--- config.mk ---
export PLATFORM = sky130hd
export DESIGN_NAME = lcd_avalon_ctrl
export DESIGN_NICKNAME = d
export VERILOG_FILES = /design/src/rtl/lcd_inst_pkg.sv /design/src/rtl/lcd_strobe_timer.sv /design/src/rtl/lcd_avalon_ctrl.sv
export SDC_FILE = /design/constraint.sdc
export NUM_CORES = 1
export LEC_CHECK = 0
export ABC_AREA = 1
export ABC_CLOCK_PERIOD_IN_PS = 1510
export CAP_MARGIN = 20
export CORE_AREA = 2 2 76 78
export DETAILED_ROUTE_END_ITERATION = 7
export DIE_AREA = 0 0 78 80
export MAX_ROUTING_LAYER = met4
export PLACE_DENSITY = 0.83
export SLEW_MARGIN = 30
export SYNTH_ARGS = -nofsm -noshare
export SYNTH_HDL_FRONTEND = slang
export SYNTH_SLANG_ARGS = --single-unit
--- constraint.sdc ---
create_clock -name clk -period 1.51 [get_ports clk]
set_input_delay 0.302 -clock clk [delete_from_list [all_inputs] [get_ports clk]]
set_output_delay 0.302 -clock clk [all_outputs]
set_load 0.005 [all_outputs]
--- src/rtl/lcd_inst_pkg.sv ---
// Shared types and constants for the HD44780 Avalon controller: phase states,
// the power-up command ROM and the clear/home detection used to pick the execute wait.
package lcd_inst_pkg;

  typedef enum logic [2:0] {
    POWERUP,
    INIT,
    IDLE,
    SETUP,
    PULSE,
    HOLD,
    EXEC
  } state_t;

  // Entry 0 is sent first: function set, display on, entry mode, clear.
  localparam logic [3:0][7:0] INIT_ROM = {8'h01, 8'h06, 8'h0C, 8'h38};

  localparam logic [7:0] LONG_CMD_MASK = 8'hFC;

  function automatic logic is_long_cmd(input logic rs, input logic [7:0] data);
    return !rs && ((data & LONG_CMD_MASK) == 8'h00) && (data != 8'h00);
  endfunction

  // Counter preload for an N-cycle phase; a zero-length phase still lasts one cycle.
  function automatic int phase_load(input int cycles);
    return (cycles > 0) ? cycles - 1 : 0;
  endfunction

  function automatic int max2(input int a, input int b);
    return (a > b) ? a : b;
  endfunction

endpackage

--- src/rtl/lcd_strobe_timer.sv ---
// Single down-counter shared by every timed phase. A start pulse in the first cycle
// of a phase carries the preload; done marks the last cycle of that phase.
module lcd_strobe_timer #(
  parameter int CNT_W = 8
) (
  input  logic             clk,
  input  logic             reset,
  input  logic             start,
  input  logic [CNT_W-1:0] load,
  output logic             done
);

  logic [CNT_W-1:0] count;

  always_ff @(posedge clk) begin
    if (reset) begin
      count <= '0;
    end else if (start) begin
      count <= (load == '0) ? '0 : load - CNT_W'(1);
    end else if (count != '0) begin
      count <= count - CNT_W'(1);
    end
  end

  assign done = start ? (load == '0) : (count == '0);

endmodule

--- src/rtl/lcd_avalon_ctrl.sv ---
// Avalon-MM slave driving a parallel HD44780 character LCD: runs the power-up init,
// then forwards accepted byte writes with enable-strobe and execute-delay timing.
module lcd_avalon_ctrl
  import lcd_inst_pkg::*;
#(
  parameter int CLK_FREQ_HZ   = 50_000_000,
  parameter int POWERUP_US    = 15_000,
  parameter int T_SETUP_CYC   = 4,
  parameter int T_PULSE_CYC   = 12,
  parameter int T_HOLD_CYC    = 4,
  parameter int EXEC_SHORT_US = 40,
  parameter int EXEC_LONG_US  = 1640
) (
  input  logic       clk,
  input  logic       reset,
  input  logic       address,
  input  logic       chipselect,
  input  logic       byteenable,
  input  logic       read,
  input  logic       write,
  input  logic [7:0] writedata,
  output logic       waitrequest,
  output logic [7:0] readdata,
  output logic [1:0] response,
  output logic [7:0] lcd_data,
  output logic       lcd_rs,
  output logic       lcd_rw,
  output logic       lcd_en,
  output logic       lcd_on
);

  localparam int CYC_PER_US  = CLK_FREQ_HZ / 1_000_000;
  localparam int POWERUP_CYC = POWERUP_US * CYC_PER_US;
  localparam int SHORT_CYC   = EXEC_SHORT_US * CYC_PER_US;
  localparam int LONG_CYC    = EXEC_LONG_US * CYC_PER_US;
  localparam int MAX_WAIT    = max2(max2(max2(POWERUP_CYC, LONG_CYC), max2(SHORT_CYC, T_PULSE_CYC)),
                                    max2(max2(T_SETUP_CYC, T_HOLD_CYC), 1));
  localparam int CNT_W       = $clog2(MAX_WAIT) + 1;

  localparam logic [CNT_W-1:0] LD_POWERUP = CNT_W'(phase_load(POWERUP_CYC));
  localparam logic [CNT_W-1:0] LD_SETUP   = CNT_W'(phase_load(T_SETUP_CYC));
  localparam logic [CNT_W-1:0] LD_PULSE   = CNT_W'(phase_load(T_PULSE_CYC));
  localparam logic [CNT_W-1:0] LD_HOLD    = CNT_W'(phase_load(T_HOLD_CYC));
  localparam logic [CNT_W-1:0] LD_SHORT   = CNT_W'(phase_load(SHORT_CYC));
  localparam logic [CNT_W-1:0] LD_LONG    = CNT_W'(phase_load(LONG_CYC));

  state_t           state;
  logic             tmr_start;
  logic [CNT_W-1:0] tmr_load;
  logic             tmr_done;
  logic [2:0]       init_idx;
  logic             accept_wr;
  logic             unused_byteenable;

  lcd_strobe_timer #(.CNT_W(CNT_W)) u_timer (
    .clk   (clk),
    .reset (reset),
    .start (tmr_start),
    .load  (tmr_load),
    .done  (tmr_done)
  );

  assign unused_byteenable = byteenable;

  // Only IDLE ever lets a transfer through; everything else stalls the master.
  assign waitrequest = reset | ~((state == IDLE) & chipselect & (read | write));
  assign accept_wr   = ~waitrequest & write;
  assign readdata    = (chipselect & read & ~write & ~address & ~reset) ?
                       {(state != IDLE), 7'b0} : 8'h00;
  assign response    = 2'b00;
  assign lcd_rw      = 1'b0;

  always_ff @(posedge clk) begin
    if (reset) begin
      state     <= POWERUP;
      tmr_start <= 1'b1;
      tmr_load  <= LD_POWERUP;
      init_idx  <= 3'd0;
      lcd_en    <= 1'b0;
      lcd_rs    <= 1'b0;
      lcd_data  <= 8'h00;
      lcd_on    <= 1'b0;
    end else begin
      lcd_on    <= 1'b1;
      tmr_start <= 1'b0;
      case (state)
        POWERUP: if (tmr_done) state <= INIT;
        INIT: begin
          lcd_rs    <= 1'b0;
          lcd_data  <= INIT_ROM[init_idx[1:0]];
          init_idx  <= init_idx + 3'd1;
          state     <= SETUP;
          tmr_start <= 1'b1;
          tmr_load  <= LD_SETUP;
        end
        IDLE: if (accept_wr) begin
          lcd_rs    <= address;
          lcd_data  <= writedata;
          state     <= SETUP;
          tmr_start <= 1'b1;
          tmr_load  <= LD_SETUP;
        end
        SETUP: if (tmr_done) begin
          lcd_en    <= 1'b1;
          state     <= PULSE;
          tmr_start <= 1'b1;
          tmr_load  <= LD_PULSE;
        end
        PULSE: if (tmr_done) begin
          lcd_en    <= 1'b0;
          state     <= HOLD;
          tmr_start <= 1'b1;
          tmr_load  <= LD_HOLD;
        end
        HOLD: if (tmr_done) begin
          state     <= EXEC;
          tmr_start <= 1'b1;
          tmr_load  <= is_long_cmd(lcd_rs, lcd_data) ? LD_LONG : LD_SHORT;
        end
        EXEC: if (tmr_done) state <= (init_idx == 3'd4) ? IDLE : INIT;
        default: state <= POWERUP;
      endcase
    end
  end

endmodule

## Word level (Yosys, flattened, before mapping)

Index checks and enable logic that the tools add are counted.

- Add/subtract/negate cells: 3
- Magnitude comparators: 1
- Eq/ne operators: 14
- Muxes and demuxes: 32
- Bitwise gates (word level): 14
- Reductions and logical operators: 18

Operator list:

| cell | number |
|---|---|
| two-way mux 21 bit | 7 |
| case mux 21 bit (5 select lines) | 1 |
| logical NOT 21 bit | 2 |
| subtractor 21 x 1 -> 21 bit, second input constant | 2 |
| two-way mux 8 bit | 3 |
| case mux 3 bit (7 select lines) | 1 |
| nonzero test 21 bit | 1 |
| two-way mux 3 bit | 6 |
| two-way mux 17 bit | 1 |
| binary-select mux 8 bit (select 2 bit) | 1 |
| case mux 8 bit (2 select lines) | 1 |
| equality test 3 bit, second input constant | 4 |
| != test 2 bit, second input constant | 6 |
| logical NOT 8 bit | 1 |
| nonzero test 8 bit | 1 |
| AND 1 bit | 7 |
| two-way mux 1 bit | 7 |
| equality test 3 x 2 -> 1 bit, second input constant | 2 |
| AND reduction 6 bit | 1 |
| nonzero test 2 bit | 3 |
| NOT 1 bit | 5 |
| AND reduction 5 bit | 1 |
| nonzero test 5 bit | 1 |
| case mux 1 bit (2 select lines) | 2 |
| other kinds (13) | 15 |

- Register bits: 60
- Output and inout port bits: 23
- Word-level logic and storage cells: 91

## Depth between registers and ports, before layout

- Depth after elaboration: 9
- Depth in mapped cells: 12

## Modules after synthesis

Synthesis repeated with hierarchy kept, for this count alone.

- Cells, all modules: 531
- Area, all modules: 3334.4 µm²

By module, submodules not included:

| module | times used | cells each | area each (µm²) |
|---|---|---|---|
| lcd_strobe_timer | 1 | 352 | 2033.2 |
| lcd_avalon_ctrl | 1 | 179 | 1301.2 |

## Worst setup path after synthesis

OpenSTA, ideal clock, no wires.

- Path kind: flip-flop to flip-flop
- Start: register u_timer.count[0]
- End: register u_timer.count[20]
- Setup time: 114 ps
- Arrival time: 1367 ps
- Setup slack: 28 ps
- Cell stages (with the launch flop): 11
- Path buffers: 0
- Path through: dfxtp_1 -> inv_1 -> ha_1 -> nand2_2 -> nor2_4 -> nand2_2 -> nor2_2 -> nand2_1 -> nor2_1 -> xor2_1 -> nor2_1

- Word-level cells in the longest chain between the ends: 3
- Elaborated cells on any way between the ends: 5

Ends and longest elaborated chain:

| item | line | text |
|---|---|---|
| start: declaration | lcd_strobe_timer.sv:13 | `logic [CNT_W-1:0] count;` |
| start signal: assignment | lcd_strobe_timer.sv:19 | `count <= (load == '0) ? '0 : load - CNT_W'(1);` |
| start signal: assignment | lcd_strobe_timer.sv:21 | `count <= count - CNT_W'(1);` |
| subtractor 21 x 1 -> 21 bit | lcd_strobe_timer.sv:21 |  |
| two-way mux 21 bit | lcd_strobe_timer.sv:20 | `end else if (count != '0) begin` |
| two-way mux 21 bit | lcd_strobe_timer.sv:18 | `end else if (start) begin` |

Several ways; a longest one is shown, not always the timed one. The select of a mux whose other input is x is not followed.
A chain may end at the register's enable or synchronous reset.

## Final worst setup path

- Start: register u_timer.count[0]
- End: register u_timer.count[8]

Same word-level chain as after synthesis.

==> flow_summary.rst <==
.. list-table::
   :header-rows: 1

   * - Metric
     - Value
   * - Register Area
     - 937 µm²
   * - Portion of total power attributed to sequential cells
     - 31.5%
   * - Design internal power
     - 0.00326 W
   * - Post-synthesis compound-gate area fraction
     - 12.0%
   * - Share of synthesized cell area in and, or, nand and nor gates
     - 36.8%
   * - Power density over the cells
     - 1620 mW/mm²
   * - Sequential element share of the synthesized area
     - 35.9%
   * - Synth Area in XOR/XNOR
     - 2.05%
   * - Die area
     - 0.00624 mm²
   * - Outcome
     - finished, violations left
   * - Synthesized-area fraction occupied by adder cells
     - 2.44%
   * - Setup Total Neg Slack
     - -1.57 ns
   * - Classification of the worst-slack hold path
     - register to register
   * - Clock-pin slew on the worst setup and hold paths
     - 0.09 ns
   * - Number of clock buffers inserted by TritonCTS
     - 5
   * - RSZ-0062 raised after global routing
     - yes
   * - Remaining design rule violation count
     - 0
   * - Fmax
     - 0.615 GHz
   * - Number of clock sinks
     - 46
   * - Synthesis Warnings
     - 0
   * - Latest clock arrival within the worst-skew pair
     - 0.30 ns
   * - Cells along the critical path
     - inv_2 > ha_4 > inv_2 > nor2_2 > nand2_2 > nor2_4 > nand4_4 > buf_4 > nand2_4 > a21oi_1
   * - Area of the core
     - 0.00541 mm²
   * - Post-Synthesis Mean Instance Area
     - 7.02 µm²
   * - Die H
     - 80 µm
   * - Antenna violations before repair
     - 0
   * - Number of enable-type register cells in the synthesized netlist
     - 0
   * - Post-DP HPWL
     - 4870 µm
   * - Number of levels in the clock H-tree
     - 2
   * - Maximum ir drop on the vdd rail
     - 0.912 mV
   * - Crit path capture type
     - register
   * - Total number of placement rows
     - 27
   * - Part of the power in combinational logic
     - 54.7%
   * - Number of input and output port buffers inserted
     - 26
   * - Maximum net fanout on the critical path
     - 8
   * - Kind of start point of the critical path
     - register
   * - Violated checks
     - negative setup slack
   * - Clock skew
     - 0.0102 ns
   * - Clock tree from TritonCTS
     - done
   * - Number of hold violations in the final report
     - 0
   * - Boundary pin count
     - 38
   * - Critical path depth
     - 10
   * - Leakage power of the design
     - 1.61 nW
   * - Drt via density
     - 5.24
   * - Number of instances on the worst hold path
     - 2
   * - # setup viols final
     - 25
   * - Crit-path slowest cell
     - sky130_fd_sc_hd__dfxtp_2
   * - Number of standard cells in the final layout excluding fillers
     - 517
   * - Power spent charging and discharging nets
     - 0.00246 W
   * - Gpl congestion
     - 0.876
   * - CP delay by family, top
     - simple AND/OR/NAND/NOR gates
   * - Vias after detailed routing
     - 2,708
   * - Vias in the first global route
     - 2,590
   * - Iter 0 DRT Violations
     - 215
   * - Top_reg_cell synth
     - sky130_fd_sc_hd__dfxtp_1
   * - Arrival time at the worst endpoint
     - 1.81 ns
   * - Post-detailed-routing wire length
     - 7010 µm
   * - Worst path bufs/invs
     - 3
   * - Number of cells produced by synthesis
     - 365
   * - First-pass DRT Iterations
     - 4
   * - CTS max path bufs
     - 2
   * - Most frequent cell on the critical path
     - sky130_fd_sc_hd__inv_2
   * - NumNets Final
     - 464
   * - CTS hold repair buffers
     - 0
   * - Share of cells above drive strength 1
     - 29.7%
   * - Share of cell area taken by muxes after synthesis
     - 0%
   * - Filler instances
     - 494
   * - Total of flip-flops plus latches after synthesis
     - 46
   * - Die width
     - 78 µm
   * - Routed len/inst
     - 13.6 µm
   * - Total track usage
     - 22.4%
   * - Final slew viol count
     - 0
   * - Final worst path period need
     - 1.63 ns
   * - Final worst setup slack
     - -0.116 ns
   * - Remaining global-route overflow
     - 0
   * - ANT nets after route
     - 0
   * - Summed area of non-filler cells in the final layout
     - 0.00352 mm²
   * - Relative slew margins
     - 60.5%
   * - CP required
     - 1.70 ns
   * - Initial Utilization
     - 47.4%
   * - Final critical-path share of the clock period
     - 108%
   * - Proportion of synthesized flip-flops having asynchronous set or reset
     - 0%
   * - Largest net degree at the start of global routing
     - 28
   * - Switching part of the total power
     - 43.1%
   * - Placement Cell Area
     - 0.00316 mm²
   * - Dominant combinational cell family by area after synthesis
     - simple AND/OR/NAND/NOR gates
   * - Netlist area before placement
     - 0.00256 mm²
   * - Area taken by multi-input logic gates
     - 0.00156 mm²
   * - Largest stage delay on the critical path
     - 0.33 ns
   * - Depth of the worst register-to-register path
     - 10
   * - Class of the most critical setup path
     - register to register
   * - Cell at the root of the clock tree
     - sky130_fd_sc_hd__clkbuf_8
   * - Layout area overhead
     - 37.5%
   * - Number of max-cap violations
     - 0
   * - Slew of the pin with the lowest slew margin
     - 0.587 ns
   * - Wire length of the first global-routing pass
     - 10,900 µm
   * - Part of the total power dissipated in the clock network
     - 13.8%
   * - Diode count
     - 0
   * - Number of cells in the design after placement
     - 499
   * - Count of different cell masters after synthesis
     - 37
## sequential cells by signal, indices dropped and copies added (netlist names)
register / flops
init_idx: 3
lcd_data: 8
lcd_en: 1
lcd_on: 1
lcd_rs: 1
state: 3
tmr_load: 7
tmr_start: 1
u_timer.count: 21
## metrics by stage
stage | hold WS, ns | total power, W | util [%] | setup WS (ns)
2_1_floorplan | 0.422 | 0.00355 | - | 0.0283
3_3_place_gp | 0.436 | 0.00444 | 58.5 | -0.434
3_5_place_dp | 0.441 | 0.00453 | 58.5 | -0.443
4_1_cts | 0.442 | 0.00550 | 62.5 | -0.110
5_1_grt | 0.509 | 0.00612 | 65.2 | -0.232
6_report | 0.484 | 0.00572 | 65.2 | -0.116
## worst paths after layout
path,end,from,slack (ns)
hold / removal,lcd_data[7],lcd_data[7],0.48
setup reg to reg,u_timer.count[8],u_timer.count[0],-0.12
setup / recovery,u_timer.count[8],u_timer.count[0],-0.12
hold reg to reg,lcd_data[7],lcd_data[7],0.48
## synth_stat cells, types with 3 or more instances
cell type	number	area, µm²
sky130_fd_sc_hd__nand2_1	80	300
sky130_fd_sc_hd__dfxtp_1	46	921
sky130_fd_sc_hd__nor2_1	43	161
sky130_fd_sc_hd__inv_1	39	146
sky130_fd_sc_hd__o21ai_0	21	105
sky130_fd_sc_hd__a21oi_1	19	95.1
sky130_fd_sc_hd__nand3_1	19	95.1
sky130_fd_sc_hd__nand4_1	12	75.1
sky130_fd_sc_hd__a31oi_1	10	62.6
sky130_fd_sc_hd__buf_4	10	75.1
sky130_fd_sc_hd__nor3_1	8	40.0
sky130_fd_sc_hd__nor2_2	7	43.8
sky130_fd_sc_hd__nand2_2	6	37.5
sky130_fd_sc_hd__ha_1	5	62.6
sky130_fd_sc_hd__buf_2	4	20.0
sky130_fd_sc_hd__nor2_4	4	45.0
sky130_fd_sc_hd__xor2_1	4	35.0
sky130_fd_sc_hd__nand3_2	3	30.0
## power groups by stage
| stage | logic (W) | registers [W] | clock network [W] |
|---|---|---|---|
| 6_report | 0.00313 | 0.00180 | 0.000788 |
| 5_1_grt | 0.00344 | 0.00183 | 0.000841 |
| 4_1_cts | 0.00296 | 0.00175 | 0.000788 |
| 3_5_place_dp | 0.00277 | 0.00177 | 0 |
| 3_3_place_gp | 0.00268 | 0.00176 | 0 |
| 2_1_floorplan | 0.00178 | 0.00178 | 0 |
## what timing repair did
action	in CTS	in global routing
endpoints found under the setup margin	31	52
buffers inserted	6	4
pin swaps	9	17
gates resized for setup	35	40
hold endpoints to repair	0	0
## cells by family (layout without fill, tap and decap cells)
logic type      count (synthesis)  in the layout
simple gates                  192            192
buf+inv                        59            130
compound gates                 56             56
flops                          46             46
xor+xnor                        6              6
fa+ha+maj                       5              5
other cells                     1             10
## per-layer routing
layer	up-vias	wire, µm	global-route usage [%]
met4	0	206	7.89
met2	88	3740	40.9
met3	24	330	4.41
li1	1342	-	-
met5	-	0	-
met1	1254	2740	24.3
## cell usage in the layout (no fill, tap or decap), types with 3 or more instances in the layout
master,Yosys,final
sky130_fd_sc_hd__dlygate4sd2_1,0,3
sky130_fd_sc_hd__ha_1,5,3
sky130_fd_sc_hd__conb_1,1,10
sky130_fd_sc_hd__nor2_1,43,35
sky130_fd_sc_hd__nand3_2,3,3
sky130_fd_sc_hd__dfxtp_2,0,13
sky130_fd_sc_hd__o21ai_1,0,3
sky130_fd_sc_hd__buf_6,1,7
sky130_fd_sc_hd__nor2_4,4,10
sky130_fd_sc_hd__a31oi_1,10,9
sky130_fd_sc_hd__nand3_1,19,18
sky130_fd_sc_hd__dfxtp_1,46,33
sky130_fd_sc_hd__buf_4,10,47
sky130_fd_sc_hd__nor2_2,7,9
sky130_fd_sc_hd__xor2_1,4,4
sky130_fd_sc_hd__nand2_4,1,3
sky130_fd_sc_hd__inv_2,1,8
sky130_fd_sc_hd__nand2_2,6,12
sky130_fd_sc_hd__a21oi_1,19,19
sky130_fd_sc_hd__clkbuf_8,0,6
sky130_fd_sc_hd__nand2_1,80,71
sky130_fd_sc_hd__o21ai_0,21,18
sky130_fd_sc_hd__clkdlybuf4s50_1,0,20
sky130_fd_sc_hd__nand3_4,2,3
sky130_fd_sc_hd__nand4_1,12,12
sky130_fd_sc_hd__inv_1,39,32
sky130_fd_sc_hd__nor3_1,8,7
## worst register-to-register path: stages, from the launching register on
cell                      delay [ns]
sky130_fd_sc_hd__dfxtp_2        0.33
sky130_fd_sc_hd__inv_2          0.07
sky130_fd_sc_hd__ha_4           0.14
sky130_fd_sc_hd__inv_2          0.04
sky130_fd_sc_hd__nor2_2         0.08
sky130_fd_sc_hd__nand2_2        0.07
sky130_fd_sc_hd__nor2_4         0.17
sky130_fd_sc_hd__nand4_4        0.22
sky130_fd_sc_hd__buf_4          0.23
sky130_fd_sc_hd__nand2_4        0.10
sky130_fd_sc_hd__a21oi_1        0.06
## cell type report
type                       instances  share of cell area, %
inverter                          42                   4.51
clock inverter                     1                  0.142
timing repair buffer              80                   19.5
clock buffer                       7                   2.45
tap                               72                   2.56
multi-input combinational        269                   44.2
sequential                        46                   26.6
(Power assumes the default switching activity.)
